<file path="src/rtl/div4_seq.sv">
// Sequential unsigned restoring divider.
// One trial subtraction per clock; results and flags held in registers.
module div4_seq #(
    parameter int WIDTH = 4
) (
    input  logic             clk,
    input  logic             rst_n,
    input  logic             start,
    input  logic [WIDTH-1:0] dividend,
    input  logic [WIDTH-1:0] divisor,
    output logic             busy,
    output logic             done,
    output logic [WIDTH-1:0] quotient,
    output logic [WIDTH-1:0] remainder,
    output logic             div_by_zero
);

    localparam int CW = $clog2(WIDTH + 1);
    localparam logic [CW-1:0] LAST = CW'(WIDTH - 1);

    typedef enum logic [1:0] {
        IDLE,
        RUN,
        DONE
    } state_t;

    state_t           state, state_n;
    logic [WIDTH-1:0] r, r_n;
    logic [WIDTH-1:0] q, q_n;
    logic [WIDTH-1:0] dvs, dvs_n;
    logic [CW-1:0]    cnt, cnt_n;
    logic [WIDTH-1:0] quo_n, rem_n;
    logic             dbz_n;
    logic [WIDTH-1:0] r_sh, q_sh;
    logic [WIDTH:0]   trial;

    always_ff @(posedge clk or negedge rst_n) begin
        if (!rst_n) begin
            state       <= IDLE;
            r           <= '0;
            q           <= '0;
            dvs         <= '0;
            cnt         <= '0;
            quotient    <= '0;
            remainder   <= '0;
            div_by_zero <= 1'b0;
        end else begin
            state       <= state_n;
            r           <= r_n;
            q           <= q_n;
            dvs         <= dvs_n;
            cnt         <= cnt_n;
            quotient    <= quo_n;
            remainder   <= rem_n;
            div_by_zero <= dbz_n;
        end
    end

    always_comb begin
        r_sh    = {r[WIDTH-2:0], q[WIDTH-1]};
        q_sh    = {q[WIDTH-2:0], 1'b0};
        trial   = {1'b0, r_sh} - {1'b0, dvs};
        state_n = state;
        r_n     = r;
        q_n     = q;
        dvs_n   = dvs;
        cnt_n   = cnt;
        quo_n   = quotient;
        rem_n   = remainder;
        dbz_n   = div_by_zero;
        case (state)
            IDLE, DONE: begin
                state_n = IDLE;
                if (start) begin
                    if (divisor != '0) begin
                        dvs_n   = divisor;
                        r_n     = '0;
                        q_n     = dividend;
                        cnt_n   = '0;
                        state_n = RUN;
                    end else begin
                        quo_n   = '1;
                        rem_n   = dividend;
                        dbz_n   = 1'b1;
                        state_n = DONE;
                    end
                end
            end
            RUN: begin
                // Borrow out of the trial means the subtraction is undone.
                r_n   = trial[WIDTH] ? r_sh : trial[WIDTH-1:0];
                q_n   = {q_sh[WIDTH-1:1], ~trial[WIDTH]};
                cnt_n = cnt + CW'(1);
                if (cnt == LAST) begin
                    quo_n   = q_n;
                    rem_n   = r_n;
                    dbz_n   = 1'b0;
                    state_n = DONE;
                end
            end
            default: state_n = IDLE;
        endcase
    end

    assign busy = (state == RUN);
    assign done = (state == DONE);

endmodule

</file>
<file path="config.mk">
export PLATFORM = sky130hd
export DESIGN_NAME = div4_seq
export DESIGN_NICKNAME = d
export VERILOG_FILES = /design/src/rtl/div4_seq.sv
export SDC_FILE = /design/constraint.sdc
export NUM_CORES = 1
export LEC_CHECK = 0
export CAP_MARGIN = 0
export CORE_MARGIN = 5
export CORE_UTILIZATION = 51
export CTS_CLUSTER_DIAMETER = 60
export CTS_CLUSTER_SIZE = 40
export DETAILED_ROUTE_END_ITERATION = 12
export GPL_ROUTABILITY_DRIVEN = 0
export PLACE_DENSITY = 0.89
export SLEW_MARGIN = 20
export SYNTH_ARGS = -nofsm -noshare
export SYNTH_HDL_FRONTEND = slang
export SYNTH_SLANG_ARGS = --single-unit
</file>
<file path="constraint.sdc">
create_clock -name clk -period 2.7 [get_ports clk]
set_input_delay 0.81 -clock clk [delete_from_list [all_inputs] [get_ports clk]]
set_output_delay 0.81 -clock clk [all_outputs]
set_load 0.01 [all_outputs]
</file>
# ---- After elaboration in Yosys (flattened, before gate mapping)
# Cells that the tools add are included.
dict set report word_totals {
  input_bits 11
  ff_bits 25
  output_inout_bits 11
  elab_cells 51
}
dict set report classes {
  n_bitwise 1
  addsub 2
  eq_ne 7
  reduce_logical 7
  mux 26
}
# operator n
set op_table {}
lappend op_table {{$mux 4} 9}
lappend op_table {{$pmux 4 s2} 3}
lappend op_table {{$mux 3} 4}
lappend op_table {{$pmux 3 s2} 2}
lappend op_table {{$mux 2} 3}
lappend op_table {{$ne 2x2->1 const B} 3}
lappend op_table {{$reduce_and 3->1} 2}
lappend op_table {{$sub 4x4->5} 1}
lappend op_table {{$pmux 2 s2} 1}
lappend op_table {{$reduce_and 4->1} 1}
lappend op_table {{$reduce_bool 4->1} 1}
lappend op_table {{$add 3x1->3 const B} 1}
lappend op_table {{$eq 3x2->1 const B} 1}
lappend op_table {{$mux 1} 3}
lappend op_table {{$eq 2x1->1 const B} 1}
lappend op_table {{$eq 2x2->1 const B} 1}
lappend op_table {{$logic_not 2->1} 1}
lappend op_table {{$ne 2x1->1 const B} 1}
lappend op_table {{$pmux 1 s2} 1}
lappend op_table {{$reduce_bool 2->1} 1}
lappend op_table {{$reduce_or 2->1} 1}
lappend op_table {{$not 1->1} 1}

# ---- Longest topological paths before layout
# Gate-level depths: netlist of the first run.
dict set report logic_depth {
  depth_word 4
  mapped_depth 9
  depth_no_buf 9
}

# ---- Least setup slack after synthesis of the first run
# OpenSTA, ideal clock, no wires.
dict set report synth_path {
  path_kind {register -> register}
  startpoint {register q[3]}
  endpoint {register remainder[0]}
  period_less_slack_ns 1.977
  path_buffers 0
  slack_ns 0.723
  t_required_ns 2.619
  path_stages_with_launch 10
  setup_time_ns 0.081
  arrival_time_ns 1.896
  path_cell_list {dfrtp_1 inv_1 ha_1 inv_1 fa_1 a211oi_2 nor2_2 or3_1 a21boi_1 a31oi_2}
}
dict set report synth_via {
  elab_chain_cells 4
}
# item line_no
set synth_lines {}
lappend synth_lines {{start, declared} 29} ;# logic [WIDTH-1:0] q, q_n;
lappend synth_lines {{start signal, assigned} 50} ;# q <= q_n;
lappend synth_lines {{$sub 4x4->5} 62} ;# trial = {1'b0, r_sh} - {1'b0, dvs};
lappend synth_lines {{$mux 4 (*)} 91} ;# r_n = trial[WIDTH] ? r_sh : trial[WIDTH-1:0];
lappend synth_lines {{$mux 4 (*)} 94} ;# if (cnt == LAST) begin
lappend synth_lines {{$pmux 4 s2 (*)} 71} ;# case (state)
lappend synth_lines {{end signal, assigned} 54} ;# remainder <= rem_n;
lappend synth_lines {{end, declared} 14} ;# output logic [WIDTH-1:0] remainder,
# Every way passes the cells marked *; elsewhere a longest branch is shown, timed or not. The select of a mux whose other input is x is not followed.
# A chain may end at the register's enable or synchronous reset.

# ---- Worst setup path after layout of the first run
dict set report layout_path {
  startpoint {register state[1]}
  endpoint {output busy}
}
dict set report layout_via {
  elab_chain_cells 1
}
# item line_no
set layout_lines {}
lappend layout_lines {{start, declared} 27} ;# state_t state, state_n;
lappend layout_lines {{start signal, assigned} 48} ;# state <= state_n;
lappend layout_lines {{$eq 2x1->1} 105} ;# assign busy = (state == RUN);
lappend layout_lines {{end, declared} 11} ;# output logic busy,
# No other way between the ends.

==> results of run 1 <==
[worst max-delay path: cells and delay by family, from the launching register on]
family | cells | cell delay [ns]
buf+inv | 2 | 0.72
flops | 1 | 0.40
simple gates | 1 | 0.17
[cell usage in the layout (no fill, tap or decap), drive strengths merged, types with 3 or more instances in the layout]
| master | n |
|---|---|
| nand2 | 30 |
| nor2 | 22 |
| clkdlybuf4s50 | 21 |
| clkbuf | 3 |
| buf | 3 |
| inv | 7 |
| a31oi | 6 |
| nand2b | 3 |
| a21oi | 6 |
| o21ai | 10 |
| dfrtp | 25 |
| ha | 6 |
[metal layers]
layer / GRT usage (%) / part of all wire, % / wire, um / up-vias
li1: - / - / - / 501
met4: 7.44 / 2.7 / 72 / 0
met3: 3.27 / 7.0 / 186 / 9
met5: 0 / 0 / 0 / -
met1: 23.7 / 46 / 1230 / 502
met2: 28.2 / 44 / 1180 / 36
[sequential cells by signal, indices dropped and copies added (netlist names)]
name and flops:
cnt 3, div_by_zero 1, dvs 4, q 4, quotient 4, r 3
remainder 4, state 2
[how the worst max path moves through the flow]
stage	start	end	slack, ns
after global placement	divisor[1]	q[0]	0.36
after global routing	state[1]	busy	0.22
after detailed placement	divisor[1]	q[1]	0.30
final	state[1]	busy	0.28
after floorplan	q[3]	remainder[0]	0.72
after CTS	state[1]	busy	0.29
[cells by family (layout without fill, tap and decap cells)]
| kind of cell | count (synthesis) | in the layout | share of synthesized area [%] |
|---|---|---|---|
| AOI/OAI and AO/OA | 28 | 28 | 14.2 |
| xor gates and xnor gates | 2 | 2 | 1.43 |
| adders and majority gates | 7 | 7 | 7.77 |
| buffers and inverters | 9 | 35 | 2.86 |
| DFF | 25 | 25 | 51.1 |
| muxes | 1 | 1 | 0.818 |
| and+or+nand+nor | 62 | 62 | 21.8 |
[through the flow]
stage	power (uW)	util [%]	hold WS, ns
CTS	1890	67.0	0.512
detailed placement	1720	65.8	0.473
global route	2070	67.0	0.528
global placement	1670	65.8	0.478
floorplan	1360	-	0.450
finish	1880	67.0	0.508
[layout make-up]
cell class	count	area (sq um)
fill	192	744
sequential	25	626
multi-input combinational	100	563
timing repair buffer	24	233
tap	28	35.0
inverter	7	26.3
clock buffer	3	22.5
clock inverter	1	5.00
[where the power goes]
group / switching [uW] / total, uW / internal [uW]
logic: 594 / 1060 / 467
clock network: 108 / 163 / 55.5
registers: 108 / 660 / 552
==> impl_metrics.tcl, run 1 <==
set metrics [dict create \
    post_cts_resized 0 \
    synth_top_area_share_pct 51.1 \
    clk_pin_slew_ns 0.14 \
    io_pins 22 \
    hold_end "div_by_zero" \
    critPathKind "flip-flop to primary output" \
    cpPeakStageDelay_ns 0.57 \
    syn_area_per_cell_sq_um 9.13 \
    synth_seq_cells 25 \
    chipHeight_um 59.0 \
    tns_ns 0 \
    clk_path_buf_depth 2 \
    final_cells 188 \
    syn2layout_area_growth_pct 23.4 \
    routedWlPerCell_um 14.2 \
    n_antenna_cell 0 \
    netlist-cell-type-count 29 \
    io_buffers 21 \
    power.leakage_uw 0.000670 \
    grt_max_degree 26 \
    slew_headroom_pct 59.6 \
    start_kind "flip-flop" \
    power_density_nw_per_um2 1250 \
    ctsHoldBuffers 0 \
    fp-row-count 17 \
    drt_first_iter_violations 29 \
    yosys-top-cells-area "dfrtp_1, nand2_1, ha_1" \
    dp.cells 184 \
    yosys-top-cells-count "nand2_1, dfrtp_1, nor2_1" \
    clk_latency_ns 0.32 \
    rsz0062_at_grt "false" \
    crit_slowest_cell "clkdlybuf4s50_1" \
    dieArea_sq_um 3480 \
    worstHoldStart "div_by_zero" \
    fin_nets 179 \
    async_reset_ff_share_pct 100 \
    cts_tree "built" \
    hold_viol_final 0 \
    fmax_ghz 0.414 \
    setup_viol 0 \
    reg2reg_to "remainder[0]" \
    coreArea_sq_um 2250 \
    min_period_ns 2.42 \
    finalCritPeriodShare_pct 89.5 \
    cp_cell_sequence "nand2b_1, inv_2, clkdlybuf4s50_1" \
    via_count 1048 \
    die_w_um 59.0 \
    dp_hpwl_mm 2.08 \
    firstDrtPassIters 4 \
    report.final.slew_viol_count 0 \
    grt_pass1_wl_mm 4.74 \
    drive_gt1_share_pct 8.75 \
    arrival_ns 1.61 \
    track_usage_pct 17.7 \
    syn_nets 152 \
    peakVddDrop_mv 0.757 \
    yosys_warnings 0 \
    seq_area_frac_synth_pct 51.1 \
    postSynthCellCount 134 \
    worst_pin_slew_ns 0.604 \
    rrSetupSlack_ns 0.50 \
    clock_skew_ns 0.0119 \
    yosys_most_used_dff "dfrtp_1" \
    synth_edf_count 0 \
    grt_pass1_vias 1094 \
    vias_per_cell 5.57 \
    detail-route-antenna-nets 0 \
    rr_startpoint "q[3]" \
    yosys.area.top_type "dfrtp_1" \
    drc 0 \
    setup_ws_ns 0.282 \
    hold_path_class "flip-flop to flip-flop" \
    clock-sinks 25 \
    grt_remaining_overflow 0 \
    drv_cap 0 \
    antenna_found_initial 0 \
    stdcell_area_sq_um 1510 \
    cp-end-kind "primary output" \
    cp_data_required_time_ns 1.89 \
    numCtsBuffers 3 \
    preCtsSetupSlack_ns 0.299 \
    place_area_sq_um 1480 \
    start_util_pct 54.3 \
    hold_depth 1 \
    ctsHtreeMaxLevel 1 \
    synth.most_common_cell "nand2_1" \
    root_buffer "clkbuf_4" \
    worst-path-max-fanout 8 \
    routed_wl_mm 2.67 \
    cts_setup_buffers 0 \
    status "completed" \
    synth_area_sq_um 1220 \
    rr_worst_depth 9 \
]
(Power assumes the default switching activity.)
==> run 2: changes to the inputs <==
Settings changed: CORE_UTILIZATION 51 to 55, CTS_CLUSTER_SIZE 40 to 25, GPL_TIMING_DRIVEN from default to 0, PLACE_DENSITY 0.89 to 0.94.
Clock period 2.7 ns to 2.8 ns, I/O delays scaled along.
==> impl_metrics.tcl, run 2 (same netlist as run 1, synthesis figures left out) <==
set metrics [dict create \
    drc 0 \
    place_area_sq_um 1470 \
    arrival_ns 1.76 \
    via_count 1043 \
    crit_slowest_cell "clkdlybuf4s50_1" \
    firstDrtPassIters 4 \
    power_density_nw_per_um2 1220 \
    pwr-share-clk_pct 8.9 \
    peakVddDrop_mv 0.732 \
    hold_path_class "input port to asynchronous set/reset pin" \
    drt_first_iter_violations 40 \
    dieArea_sq_um 3270 \
    worst-path-max-fanout 10 \
    ctsHoldBuffers 0 \
    cp_cell_sequence "nand2b_1, buf_2, inv_2, clkdlybuf4s50_1" \
    dp_hpwl_mm 2.06 \
    preCtsSetupSlack_ns 0.344 \
    stdcell_area_sq_um 1490 \
    hold_ws_ns 0.477 \
    crit_family "buffers and inverters" \
    post_cts_resized 0 \
    grt_pass1_wl_mm 4.89 \
    clk_path_buf_depth 2 \
    slew_headroom_pct 60.8 \
    syn2layout_area_growth_pct 21.8 \
    finalCritPeriodShare_pct 92.8 \
    status "completed" \
    coreArea_sq_um 2170 \
    fmax_ghz 0.385 \
    setup_ws_ns 0.200 \
    io_buffers 21 \
    start_util_pct 56.4 \
    rr_startpoint "q[3]" \
    grt_remaining_overflow 0 \
    routedWlPerCell_um 14.3 \
    switchingPower_uw 787 \
    intPower_uw 1030 \
    drv_cap 0 \
    power.leakage_uw 0.000658 \
    grt_pass1_vias 1106 \
    grt_max_degree 26 \
    antenna_found_initial 0 \
    p_comb_share_pct 56.2 \
    final_cell_mix "nand2_1, dfrtp_1, nor2_1, clkdlybuf4s50_1, o21ai_0" \
    worst_pin_slew_ns 0.586 \
    start_kind "flip-flop" \
    clk_pin_slew_ns 0.13 \
    chipHeight_um 57.2 \
    drive_gt1_share_pct 7.55 \
    clk_latency_ns 0.32 \
    n_antenna_cell 0 \
    fill_cells 181 \
    cts_setup_buffers 0 \
    vias_per_cell 5.58 \
    cts_tree "built" \
    hold_viol_final 0 \
    utilization_pct 68.7 \
    fp-row-count 17 \
    report.final.slew_viol_count 0 \
    root_buffer "clkbuf_4" \
    numCtsBuffers 3 \
    clock-sinks 25 \
    crit_start "state[1]" \
    ctsHtreeMaxLevel 1 \
    rsz0062_at_grt "false" \
    cp_data_required_time_ns 1.96 \
    setup_viol 0 \
    tns_ns 0 \
    cpPeakStageDelay_ns 0.56 \
    clock_skew_ns 0.00217 \
    cp-end-kind "primary output" \
    final_common_cell "nand2_1" \
    io_pins 22 \
    critPathKind "flip-flop to primary output" \
    routed_wl_mm 2.68 \
    detail-route-antenna-nets 0 \
    critPathBufInv 3 \
    die_w_um 57.2 \
    pwr-share-seq_pct 34.9 \
    fin_nets 178 \
    track_usage_pct 19.1 \
    switching_share_pct 43.3 \
    min_period_ns 2.60 \
]
## run 2: changes by cell type in the layout (fill, tap and decap cells not counted), sizes merged
cell,before,now
clkbuf,3,5
clkinv,1,0
clkdlybuf4s50,21,20
buf,3,2
## run 2: metal layers
| layer | vias up | wire [um] | global-route usage [%] |
|---|---|---|---|
| li1 | 499 | - | - |
| met1 | 491 | 1140 | 24.1 |
| met2 | 41 | 1280 | 30.5 |
| met3 | 12 | 137 | 3.17 |
| met4 | 0 | 119 | 11.9 |
| met5 | - | 0 | 0 |
## run 2: worst reg2reg max path, stage by stage, from the launching register on
cell and delay (ns):
dfrtp_1 0.38, inv_1 0.09, ha_1 0.17, inv_1 0.05, fa_1 0.41, a211oi_2 0.21
nor2_2 0.11, or3_1 0.33, a21boi_1 0.17, a31oi_2 0.19
## run 2: power groups by stage
| stage | Clock (uW) | Sequential [uW] | Combinational [uW] |
|---|---|---|---|
| 6_report | 161 | 635 | 1020 |
| 3_5_place_dp | 0 | 642 | 1010 |
| 3_3_place_gp | 0 | 633 | 955 |
| 4_1_cts | 169 | 633 | 1020 |
| 2_1_floorplan | 0 | 644 | 667 |
| 5_1_grt | 181 | 655 | 1160 |
## run 2: final timing paths
check                               end  slack [ns]  cells past startpoint
hold / removal                   cnt[0]        0.48                      1
hold reg to reg            remainder[1]        0.52                      1
setup reg to reg           remainder[0]        0.62                      9
max in group asynchronous        dvs[3]        1.97                      1
min in group clk           remainder[1]        0.52                      1
setup / recovery                   busy        0.20                      4
## run 2: metrics by stage
stage          power [uW]  std cells
2_1_floorplan        1310        134
3_3_place_gp         1590        183
3_5_place_dp         1650        183
4_1_cts              1830        187
5_1_grt              1990        187
6_report             1820        187
## run 2: final cells by class
type	instances	area [sq um]	area share [%]
repair buffers	21	205	13.8
clock buffers	4	26.3	1.76
flip-flops and latches	25	626	42.0
multi-input cells	100	563	37.8
inverters	7	26.3	1.76
well taps	28	35.0	2.35
plain buffers	2	8.76	0.588
